$ cat config.mk
export PLATFORM = sky130hd
export DESIGN_NAME = dugum_seviye_yolu
export DESIGN_NICKNAME = d
export VERILOG_FILES = /design/src/rtl/dugum_seviye_yolu.sv
export SDC_FILE = /design/constraint.sdc
export NUM_CORES = 1
export LEC_CHECK = 0
export BUFFER_PORTS_ARGS = -buffer_cell sky130_fd_sc_hd__buf_2
export CAP_MARGIN = 20
export CORE_MARGIN = 10
export CORE_UTILIZATION = 52
export DETAILED_ROUTE_END_ITERATION = 8
export PLACE_DENSITY_LB_ADDON = 0.3
export SLEW_MARGIN = 20
export SYNTH_ARGS = -nofsm -noshare
export SYNTH_HDL_FRONTEND = slang
export SYNTH_SLANG_ARGS = --single-unit
$ cat constraint.sdc
create_clock -name clk -period 2.6 [get_ports clk]
set_input_delay 0.52 -clock clk [delete_from_list [all_inputs] [get_ports clk]]
set_output_delay 0.52 -clock clk [all_outputs]
set_load 0.05 [all_outputs]
$ cat src/rtl/dugum_seviye_yolu.sv
// dugum_seviye_yolu: iterative heap-node level finder with optional node->root path streaming
// Level is found by halving (node+1) until it reaches 1; path beats walk parent links back to 0.
module dugum_seviye_yolu #(
    parameter int W        = 4,
    parameter int SEVIYE_W = 3
) (
    input  logic                clk,
    input  logic                rst_n,
    input  logic                in_valid,
    output logic                in_ready,
    input  logic [W-1:0]        in_dugum,
    input  logic                in_yol_modu,
    output logic                out_valid,
    input  logic                out_ready,
    output logic [W-1:0]        out_dugum,
    output logic [SEVIYE_W-1:0] out_seviye,
    output logic                out_son,
    output logic                mesgul
);
    typedef enum logic [1:0] {BOS, HESAP, CIKIS} durum_t;

    durum_t              state_q, state_d;
    logic [W:0]          m_q, m_d;
    logic [W-1:0]        node_q, node_d;
    logic [SEVIYE_W-1:0] lvl_q, lvl_d;
    logic                mode_q, mode_d;
    logic                son;

    assign son = !mode_q || (lvl_q == '0);

    always_comb begin
        state_d = state_q;
        m_d     = m_q;
        node_d  = node_q;
        lvl_d   = lvl_q;
        mode_d  = mode_q;
        unique case (state_q)
            BOS: if (in_valid) begin
                m_d     = {1'b0, in_dugum} + (W+1)'(1);
                node_d  = in_dugum;
                lvl_d   = '0;
                mode_d  = in_yol_modu;
                state_d = HESAP;
            end
            HESAP: if (m_q > (W+1)'(1)) begin
                m_d   = m_q >> 1;
                lvl_d = lvl_q + 1'b1;
            end else begin
                state_d = CIKIS;
            end
            CIKIS: if (out_ready) begin
                if (son) begin
                    state_d = BOS;
                end else begin
                    node_d = (node_q - 1'b1) >> 1;
                    lvl_d  = lvl_q - 1'b1;
                end
            end
            default: state_d = BOS;
        endcase
    end

    always_ff @(posedge clk or negedge rst_n) begin
        if (!rst_n) begin
            state_q <= BOS;
            m_q     <= '0;
            node_q  <= '0;
            lvl_q   <= '0;
            mode_q  <= 1'b0;
        end else begin
            state_q <= state_d;
            m_q     <= m_d;
            node_q  <= node_d;
            lvl_q   <= lvl_d;
            mode_q  <= mode_d;
        end
    end

    // Every output decodes flops only; in_ready is the sole state decode seen by the source.
    assign in_ready   = (state_q == BOS);
    assign out_valid  = (state_q == CIKIS);
    assign out_dugum  = node_q;
    assign out_seviye = lvl_q;
    assign out_son    = out_valid && son;
    assign mesgul     = (state_q != BOS);
endmodule

==> metrics <==
status=finished clean; WL per Instance=around 13 um; hold_buf cts=0; Total Wirelength=approximately 1700 um; CTS resizes=0; Tcrit/Tclk final=between 80% and 90%; final core occ=a little over three fifths; most used flip-flop cell after synthesis=dfrtp_1; Finish-stage setup viols=0; Worst Hold Class=in2async; relative slew slack=between 60% and 70%; shortest period the worst path allows=between 2 and 2.5 ns; Crit path required time=between 2 and 2.5 ns; Root Driver=clkbuf_4; DRC errors left=0; largest area contributor in the netlist=dfrtp_1; fin nets=129; CTS H-tree lvls=1; top cells by count, synth=14 x dfrtp_1, 10 x inv_1, 10 x nand2_1; Hold WS=about 0.13 ns; pwr dens=1430 mW/mm^2; DP HPWL=approximately 1500 um; post-synthesis sequential element count=14; clock slew at reported path FFs=~0.090 ns; antenna viol nets, final=0; CP Max Fanout=13; worst-margin pin slew=0.477 ns; Buf/Inv on CP=2; Crit. End Element=output port; CP Launch Type=register; IO buf count=19; met1 wire length=769 um; DRT Pass-1 Iters=4; top cell type's share of synthesized area=between 30% and 40%; share of cells above drive strength 1=between 20 and 30%; CTS tree=built; Die Ht=62.0 um; Area contributors post-synth=dfrtp_1 38%, mux2i_1 8.7%, ha_1 8.2%; Leakage Power=0.534 nW; Worst path depth=4; max cap viols=0; CTS sink cnt=14; antenna cells=0; final slew viol count=0; first-pass GRT wire length=roughly 3000 um; GRT Total Usage=between 10% and 20%; reg2reg path depth=8; Post-synth ARST share=100%; cell family with most CP delay=adder cells; vias in the first global route=roughly 700; Cell variety after synth=32; number of antenna violations at the first check in global routing=0; Hold Vio Cnt, Final=0; Clock Tree Buf Depth=2; Vias/cell=about 5.1; Tot Pwr=~1.5 mW; Slowest cell on crit path=ha_1; Iter 0 DRT Violations=10; Avg Cell Area, Syn=approximately 10 um^2; data arrival time of the worst path=~1.7 ns; unrepaired setup endpoints after global routing=no; gp weighted congestion=slightly below 0.8; critical path type=reg2out; worst path cell trace=inv_1 -> ha_1 -> and2_1 -> buf_2; WL met3=around 80 um; syn_nets=about 110; register area share after synthesis=between 30% and 40%; via count=693; Clock Latency Late Sink=around 0.27 ns; max incr delay on CP=~0.46 ns; Starting Density=a little over half; core box area=about 0.0017 mm^2; Max Fclk=between 400 and 500 MHz; Die W=62.0 um; full die area=0.00385 mm^2; maximum vdd drop=approximately 0.7 mV; Num CTS Buffers=3; Post-Route Skew=~0.0054 ns; IO Pins=20; max layer used=met4; postcts setup bufs=0; DR WL met2=just under 900 um; Synth Warn #=0; largest net degree at the start of global routing=15; Layout area overhead=16.6%; Rows=15; GRT overflow=0; top-count cell post-synth=dfrtp_1; Sum Neg Setup Slack=0 ns; Post-synth EDFFs=0; gate count of the mapped netlist=a little over 90; Synth Cell Area=a little over 900 um^2
==> worst reg2reg max path, delay by kind of cell (launching register included) <==
kind	cells	cell delay (ns)
xor gates and xnor gates	2	0.30
adders and majority gates	2	0.91
buffers and inverters	2	0.24
DFF	1	0.41
muxes	1	0.11
and+or+nand+nor	1	0.06
==> placed cells by master (no fill, tap or decap), types with 2 or more instances in the layout <==
master    instances
buf_2            19
dfrtp_1          14
inv_1            10
nand2_1          10
mux2i_1           8
xnor2_1           6
ha_1              6
o21ai_0           5
a21oi_1           4
clkbuf_4          3
inv_2             2
nor2_1            2
o21ai_1           2
==> where the power goes <==
group / total, mW / internal, mW / leakage (nW) / switching [mW]
logic: 0.991 / 0.353 / 0.338 / 0.638
registers: 0.387 / 0.314 / 0.175 / 0.0731
clock network: 0.152 / 0.0849 / 0.0210 / 0.0675
==> metrics by stage <==
stage	worst slack, ns	cells	cell area (um^2)
after floorplan	0.255	91	918
after global placement	0.566	133	1030
after detailed placement	0.484	133	1030
after CTS	0.369	137	1070
after global routing	0.264	137	1070
final	0.381	137	1070
==> sequential cells by signal (all words and copies together) (netlist names) <==
register    flops
m_q             4
out_seviye      3
state_q         2
mode_q          1
out_dugum       4
==> final cells by class <==
| type | count | area (um^2) |
|---|---|---|
| Fill cell | 152 | 637 |
| Sequential cell | 14 | 350 |
| Clock buffer | 4 | 36.3 |
| Tap cell | 25 | 31.3 |
| Multi-Input combinational cell | 63 | 513 |
| Inverter | 12 | 45.0 |
| Timing Repair Buffer | 19 | 95.1 |
==> routing by layer <==
| layer | vias to the layer above | global-route usage [%] |
|---|---|---|
| li1 | 349 | - |
| met4 | 0 | 2.87 |
| met2 | 9 | 18.3 |
| met5 | - | 0 |
| met3 | 2 | 2.85 |
| met1 | 333 | 12.0 |
==> path summary, 6_finish.rpt <==
kind                            slack [ns]                         to                    from
worst min-delay path                  0.13   out_dugum[1]$_DFFE_PN0P_                   rst_n
min in group clk                      0.49         m_q[1]$_DFFE_PN0P_      m_q[1]$_DFFE_PN0P_
max in group asynchronous             2.24  out_seviye[2]$_DFFE_PN0P_                   rst_n
worst max-delay path                  0.38                    out_son  state_q[0]$_DFFE_PN0P_
worst max register to register        0.48  out_seviye[2]$_DFFE_PN0P_  state_q[0]$_DFFE_PN0P_
worst min register to register        0.49         m_q[1]$_DFFE_PN0P_      m_q[1]$_DFFE_PN0P_
==> kinds of logic after synthesis <==
group           count (synthesis)  synth area share [%]
flops                          14                  38.1
compound gates                 18                  15.8
fa+ha+maj                       7                  10.4
mux                            10                  11.6
xor+xnor                        6                  5.72
buf+inv                        14                  6.00
simple gates                   22                  12.4
No activity file was read; power rests on OpenSTA's default activity.
